==> src/rtl/stream_in.sv <==
// stream_in: packs eight 16-bit words into one 128-bit block, word 0 in dout[15:0].
// Latency: dout/tout update and vout pulses in the cycle after the edge that accepts word 7.
// Backpressure: none; a word is taken on every cycle vin is high, sustaining one word per cycle.
module stream_in #(
    parameter int TIMEOUT = 255
) (
    input  logic         clk,
    input  logic         rst,
    input  logic         vin,
    input  logic         sin,
    input  logic         tin,
    input  logic [15:0]  din,
    output logic         vout,
    output logic         tout,
    output logic [127:0] dout,
    output logic         err
);
    // Idle counter only needs to reach TIMEOUT; a zero TIMEOUT keeps it pinned at 0.
    localparam int            IW       = (TIMEOUT < 2) ? 1 : $clog2(TIMEOUT + 1);
    localparam logic [IW-1:0] IDLE_MAX = IW'(TIMEOUT);
    localparam bit            TMO_EN   = (TIMEOUT != 0);

    logic [2:0]       cnt_q;
    logic [2:0]       cnt_d;
    logic [IW-1:0]    idle_q;
    logic [IW-1:0]    idle_d;
    logic [7:0][15:0] asm_q;
    logic             typ_q;

    logic             tmo;
    logic             restart;
    logic             take_first;
    logic             done;
    logic [7:0][15:0] blk;

    // Classify the current cycle: timeout, forced restart, word 0, or block completion.
    always_comb begin
        tmo        = TMO_EN && (cnt_q != 3'd0) && (idle_q == IDLE_MAX);
        restart    = vin && sin && (cnt_q != 3'd0);
        // A word arriving alongside a timeout or restart opens the next block.
        take_first = vin && ((cnt_q == 3'd0) || restart || tmo);
        done       = vin && !sin && (cnt_q == 3'd7) && !tmo;
    end

    // Next word index and idle count.
    always_comb begin
        cnt_d  = cnt_q;
        idle_d = idle_q;
        if (take_first) begin
            cnt_d = 3'd1;
        end else if (vin) begin
            cnt_d = cnt_q + 3'd1;          // wraps 7 -> 0 on completion
        end else if (tmo) begin
            cnt_d = 3'd0;
        end

        if (vin || (cnt_q == 3'd0)) begin
            idle_d = '0;
        end else if (idle_q != IDLE_MAX) begin
            idle_d = idle_q + 1'b1;
        end
    end

    // Completed block: the seven stored words plus the word arriving now as word 7.
    always_comb begin
        blk    = asm_q;
        blk[7] = din;
    end

    // Assembly state: word index, idle count, partial block and its captured type.
    always_ff @(posedge clk or negedge rst) begin
        if (!rst) begin
            cnt_q  <= 3'd0;
            idle_q <= '0;
            asm_q  <= '0;
            typ_q  <= 1'b0;
        end else begin
            cnt_q  <= cnt_d;
            idle_q <= idle_d;
            if (take_first) begin
                asm_q[0] <= din;
                typ_q    <= tin;
            end else if (vin) begin
                asm_q[cnt_q] <= din;
            end
        end
    end

    // Output register: loads only on completion so discarded partials never reach dout.
    always_ff @(posedge clk or negedge rst) begin
        if (!rst) begin
            vout <= 1'b0;
            err  <= 1'b0;
            tout <= 1'b0;
            dout <= '0;
        end else begin
            vout <= done;
            err  <= restart || tmo;
            if (done) begin
                dout <= blk;
                tout <= typ_q;
            end
        end
    end

endmodule
==> config.mk <==
export PLATFORM = sky130hd
export DESIGN_NAME = stream_in
export DESIGN_NICKNAME = d
export VERILOG_FILES = /design/src/rtl/stream_in.sv
export SDC_FILE = /design/constraint.sdc
export NUM_CORES = 1
export LEC_CHECK = 0
export ABC_CLOCK_PERIOD_IN_PS = 3380
export BUFFER_PORTS_ARGS = -buffer_cell sky130_fd_sc_hd__buf_4
export CAP_MARGIN = 20
export CORE_ASPECT_RATIO = 0.6
export CORE_UTILIZATION = 50
export DETAILED_ROUTE_END_ITERATION = 6
export PLACE_DENSITY_LB_ADDON = 0.12
export SYNTH_ARGS = -nofsm -noshare
export SYNTH_HDL_FRONTEND = slang
export SYNTH_SLANG_ARGS = --single-unit
==> constraint.sdc <==
create_clock -name clk -period 3.38 [get_ports clk]
set_input_delay 0.845 -clock clk [delete_from_list [all_inputs] [get_ports clk]]
set_output_delay 0.845 -clock clk [all_outputs]
set_load 0.02 [all_outputs]
==> run summary, run 1 <==
status - complete, no violations
Reg2Reg Setup Slack - 0.37 ns
DP HPWL - 13100 um
Yosys warning total - 0
syn nets - 618
Post-Syn Area - 9750 sq um
Post-Synthesis Cells - 593
antenna violations before repair - 1
Pint - 6510 uW
n_diodes - 0
Combinational Power Share - 20.8%
Antenna Nets Post-Route - 0
Initial DRC Count - 316
Critical-path top delay cell - nor2b_1
1st-pass router iterations - 7
# setup viols final - 0
global-route wire length before repair - 31100 um
synthesized area per cell - 16.4 sq um
TritonCTS Buffers - 24
PwrDens - 741 nW/um^2
unrepaired setup endpoints after global routing - false
die area - 20100 sq um
grt ovf - 0
fin nets - 775
R2R Path Start - cnt_q[1]
DRT Wirelength - 19800 um
H-tree Lvls - 1
share of layout cells above drive strength 1 - 58.4%
CP required - 3.76 ns
worst setup path class - reg -> reg
Critical Path End Type - register
LEAKAGE - 0.00605 uW
largest net degree at the start of global routing - 102
TritonCTS clock tree - done
clk sinks - 255
WL per Instance - 19.1 um
Period Utilization, post-route - 88.9%
sw frac - 26.7%
Resized Gates After CTS - 0
Layout Area Growth over Synthesis - 22.9%
Final Skew - 0.0154 ns
design area - 12000 sq um
number of global-route vias before repair - 5601
CP cell instances - inv_1 -> ha_1 -> nor2b_1 -> nor3_1 -> nor3_2 -> buf_12 -> mux2_2
CP top delay family - simple AND/OR/NAND/NOR gates
Max VDD drop - 0.427 mV
clk_lat worst skew - 0.51 ns
Slew @ Worst Pin - 0.740 ns
Yosys reg bits - 255
CTS clk-pin slew, worst paths - 0.07 ns
highest clock rate - 333 MHz
worst hold path class - in -> async
Initial Util - 51.1%
Slew Limit Fails - 0
DR vias/cell - 5.26
GRT Util Overall - 20.3%
area of the core - 19100 sq um
setup TNS - 0 ns
final hold violations - 0
Seq pwr share - 47.7%
Seq/Total Area, Yosys - 65.4%
Rows - 39
WP buf/inv - 2
clock share of power - 31.6%
CP max stage delay - 0.60 ns
CP startpoint kind - register
WP data arrival - 3.39 ns
R2R depth - 7
Bufs on Longest Clock Path - 3
hold buffer count at CTS - 0
overall power - 8880 uW
GP Congestion - 0.802
Util after Layout - 62.8%
worst-path maximum fanout - 84
Switching Power - 2370 uW
RR Endpoint - dout[67]
DP Area - 11200 sq um
IO Count - 152
max_slew headroom - 50.6%
max-cap violation count - 0
shortest period the worst path allows - 3.01 ns
hold_ws - 0.317 ns
Root Driver - clkbuf_16
Worst setup endpoint - dout[67]
stages on the worst setup path - 7
IO buf count - 151
Post-CTS Repair Setup Buffers - 0
DRC Markers - 0
Yosys cell types - 31
Vias - 5429
die height - 110 um
crit path launch - cnt_q[1]
die extent in x - 182 um
layout make-up:
class                   instances  area, sq um
clock inverters                 7          110
repair buffers                157         1240
clock buffers                  35          723
well taps                     266          333
flip-flops and latches        255         6380
inverters                       4         15.0
fillers                      1388         7100
multi-input cells             308         3190
sequential cells by signal, indices dropped and copies added (netlist names):
name	flops
cnt_q	3
tout	1
asm_q	112
vout	1
typ_q	1
dout	128
idle_q	8
err	1
cell usage in the layout, fill, tap and decap left out, drive strengths merged:
cell type  instances
bufinv             3
or2                1
and3               1
nand4              3
buf              157
clkinv             4
dfrtp            255
o41ai              1
nor2b              2
o21ai              1
a2111oi            1
a211oi             5
inv                4
and4               2
a21oi              2
o31ai              2
ha                 4
nand2              8
clkbuf            35
xor2               2
a31oi              1
mux2i              1
nor2              16
mux2             241
nor3               6
xnor2              2
nand3              6
synthesized netlist by cell type:
cell | instances | share of area (%)
a211oi_1 | 4 | 0.31
buf_4 | 12 | 0.92
buf_2 | 9 | 0.46
nand3_1 | 4 | 0.21
nand3_2 | 2 | 0.21
o41ai_4 | 1 | 0.28
or2_2 | 1 | 0.064
and3_2 | 1 | 0.077
xor2_1 | 2 | 0.18
ha_1 | 4 | 0.51
a2111oi_4 | 1 | 0.28
inv_1 | 4 | 0.15
xnor2_1 | 2 | 0.18
clkbuf_1 | 1 | 0.038
clkbuf_2 | 1 | 0.051
nand2_1 | 5 | 0.19
dfrtp_1 | 255 | 65
nor3_1 | 6 | 0.31
nand2_2 | 3 | 0.19
o21ai_0 | 1 | 0.051
nor2b_1 | 2 | 0.13
a21oi_1 | 2 | 0.10
a31oi_1 | 1 | 0.064
mux2_2 | 241 | 28
buf_6 | 3 | 0.35
mux2i_1 | 1 | 0.10
and4_1 | 2 | 0.18
nor2_1 | 16 | 0.62
a211oi_4 | 1 | 0.21
o31ai_1 | 2 | 0.15
nand4_1 | 3 | 0.19
power groups by stage:
stage | Sequential [uW] | Combinational, uW | Clock, uW
finish | 4230 | 1840 | 2800
global route | 4330 | 1980 | 2990
global placement | 4220 | 1820 | 0
detailed placement | 4280 | 1870 | 0
floorplan | 4510 | 799 | 0
CTS | 4230 | 1870 | 2880
layer usage:
metal	up-vias	GRT usage [%]	part of all wire, %
met2	127	29.9	44
li1	2424	-	-
met5	-	0	0
met3	27	4.27	5.2
met4	0	4.74	1.6
met1	2851	30.8	50
cells by family (layout without fill, tap and decap cells):
kind of cell | after synthesis | in the layout | synth area share, %
mux | 242 | 242 | 27.9
fa+ha+maj | 4 | 4 | 0.513
simple gates | 45 | 45 | 2.36
flops | 255 | 255 | 65.4
buf+inv | 30 | 203 | 1.98
compound gates | 13 | 13 | 1.45
xor+xnor | 4 | 4 | 0.359
worst min-delay path by stage:
stage,endpoint,slack (ns),cells after the start
global placement,dout[92],0.48,1
floorplan,typ_q,0.47,2
CTS,asm_q[42],0.31,1
global route,dout[91],0.34,1
finish,dout[90],0.32,1
detailed placement,dout[41],0.49,1
through the flow:
stage	worst slack, ns	instances
after global routing	0.271	1032
after CTS	0.390	1032
after detailed placement	0.399	990
final	0.375	1032
after floorplan	1.08	593
after global placement	0.612	990
Power figures use the tool's default switching activity.
==> run 2, diff against run 1 <==
--- a/config.mk
+++ b/config.mk
@@ -5,7 +5,7 @@
 export SDC_FILE = /design/constraint.sdc
 export NUM_CORES = 1
 export LEC_CHECK = 0
-export ABC_CLOCK_PERIOD_IN_PS = 3380
+export ABC_CLOCK_PERIOD_IN_PS = 2800
 export BUFFER_PORTS_ARGS = -buffer_cell sky130_fd_sc_hd__buf_4
 export CAP_MARGIN = 20
 export CORE_ASPECT_RATIO = 0.6
==> constraint.sdc (replaced) <==
create_clock -name clk -period 2.8 [get_ports clk]
set_input_delay 0.7 -clock clk [delete_from_list [all_inputs] [get_ports clk]]
set_output_delay 0.7 -clock clk [all_outputs]
set_load 0.02 [all_outputs]
==> run summary, run 2 (synthesized netlist as in run 1, its figures left out) <==
unrepaired setup endpoints after global routing - false
max_slew headroom - 53.8%
Period Utilization, post-route - 97.4%
LEAKAGE - 0.00607 uW
setup TNS - 0 ns
Vias - 5430
DRC Markers - 0
Final Non-Filler Cells - 1038
worst setup path class - reg -> reg
commonest non-fill, non-tap cell in the layout - dfrtp_1
max-cap violation count - 0
Placed Cells - 996
Layout Area Growth over Synthesis - 23.0%
WL per Instance - 19.7 um
crit path launch - cnt_q[1]
Slew @ Worst Pin - 0.694 ns
highest clock rate - 367 MHz
area of the core - 19100 sq um
Util after Layout - 62.9%
Fill cells - 1419
IO buf count - 151
global-route wire length before repair - 32000 um
R2R depth - 7
status - complete, no violations
Slew Limit Fails - 0
worst-path maximum fanout - 111
WP data arrival - 3.11 ns
Reg area - 6380 sq um
# setup viols final - 0
Rows - 39
PwrDens - 881 nW/um^2
RR Endpoint - dout[33]
DR vias/cell - 5.23
clk sinks - 255
die area - 20100 sq um
Reg2Reg Setup Slack - 0.07 ns
fin nets - 781
GRT Util Overall - 20.9%
overall power - 10600 uW
1st-pass router iterations - 6
TritonCTS Buffers - 24
DRT Wirelength - 20500 um
Resized Gates After CTS - 0
die height - 110 um
H-tree Lvls - 1
number of global-route vias before repair - 5573
Multi-input gate area - 3190 sq um
die extent in x - 182 um
Initial Util - 51.1%
Root Driver - clkbuf_16
CP required - 3.19 ns
grt ovf - 0
Critical Path End Type - register
largest net degree at the start of global routing - 112
antenna violations before repair - 1
hold buffer count at CTS - 0
n_diodes - 0
DP HPWL - 13500 um
final hold violations - 0
shortest period the worst path allows - 2.73 ns
Largest regs - dout x128, asm_q x112, idle_q x8
most frequent cells in the layout - dfrtp_1 (255), mux2_2 (241), buf_4 (157), clkbuf_16 (25), nor2_1 (16)
Max VDD drop - 0.582 mV
Final Skew - 0.00661 ns
Initial DRC Count - 262
Post-CTS Repair Setup Buffers - 0
Bufs on Longest Clock Path - 3
CTS clk-pin slew, worst paths - 0.06 ns
R2R Path Start - cnt_q[1]
Antenna Nets Post-Route - 0
IO Count - 152
hold_ws - 0.153 ns
clk_lat worst skew - 0.50 ns
share of layout cells above drive strength 1 - 58.7%
flip-flop count of the largest register after layout - 128
most flop-heavy register - dout
CP startpoint kind - register
worst hold path class - in -> async
TritonCTS clock tree - done
GP Congestion - 0.752
[run 2: per-layer routing]
| layer | GRT usage (%) | share of wire (%) | vias up |
|---|---|---|---|
| li1 | - | - | 2438 |
| met1 | 31.3 | 50 | 2835 |
| met2 | 31.1 | 43 | 136 |
| met3 | 5.16 | 5.9 | 21 |
| met4 | 3.96 | 1.2 | 0 |
| met5 | 0 | 0 | - |
[run 2: worst max-delay path by stage]
stage	slack [ns]	cells after the start	end
2_1_floorplan	0.50	8	asm_q[101]
3_3_place_gp	0.32	7	dout[91]
3_5_place_dp	0.18	7	dout[112]
4_1_cts	0.14	7	dout[45]
5_1_grt	0.04	7	dout[94]
6_report	0.07	7	dout[33]
[run 2: layout make-up]
cell class,count,area share [%]
Sequential cell,255,53.2
Inverter,4,0.125
Clock inverter,4,0.219
Clock buffer,38,6.37
Tap cell,266,2.77
Multi-Input combinational cell,308,26.5
Timing Repair Buffer,163,10.8
[run 2: power breakdown]
group	switching [uW]	internal [uW]	total [uW]
Combinational	1070	1200	2270
Clock	1330	1870	3200
Sequential	489	4610	5100
[run 2: critical path, stage by stage (launching register included)]
cell	delay, ns
dfrtp_1	0.42
inv_1	0.13
ha_1	0.15
nor2b_1	0.37
nor3_1	0.19
nor3_2	0.30
buf_12	0.46
mux2_2	0.41
[run 2: stage by stage]
| step | setup WS [ns] | area (sq um) |
|---|---|---|
| after floorplan | 0.504 | 9750 |
| after global placement | 0.320 | 11200 |
| after detailed placement | 0.175 | 11200 |
| after CTS | 0.138 | 12000 |
| after global routing | 0.0351 | 12000 |
| final | 0.0723 | 12000 |
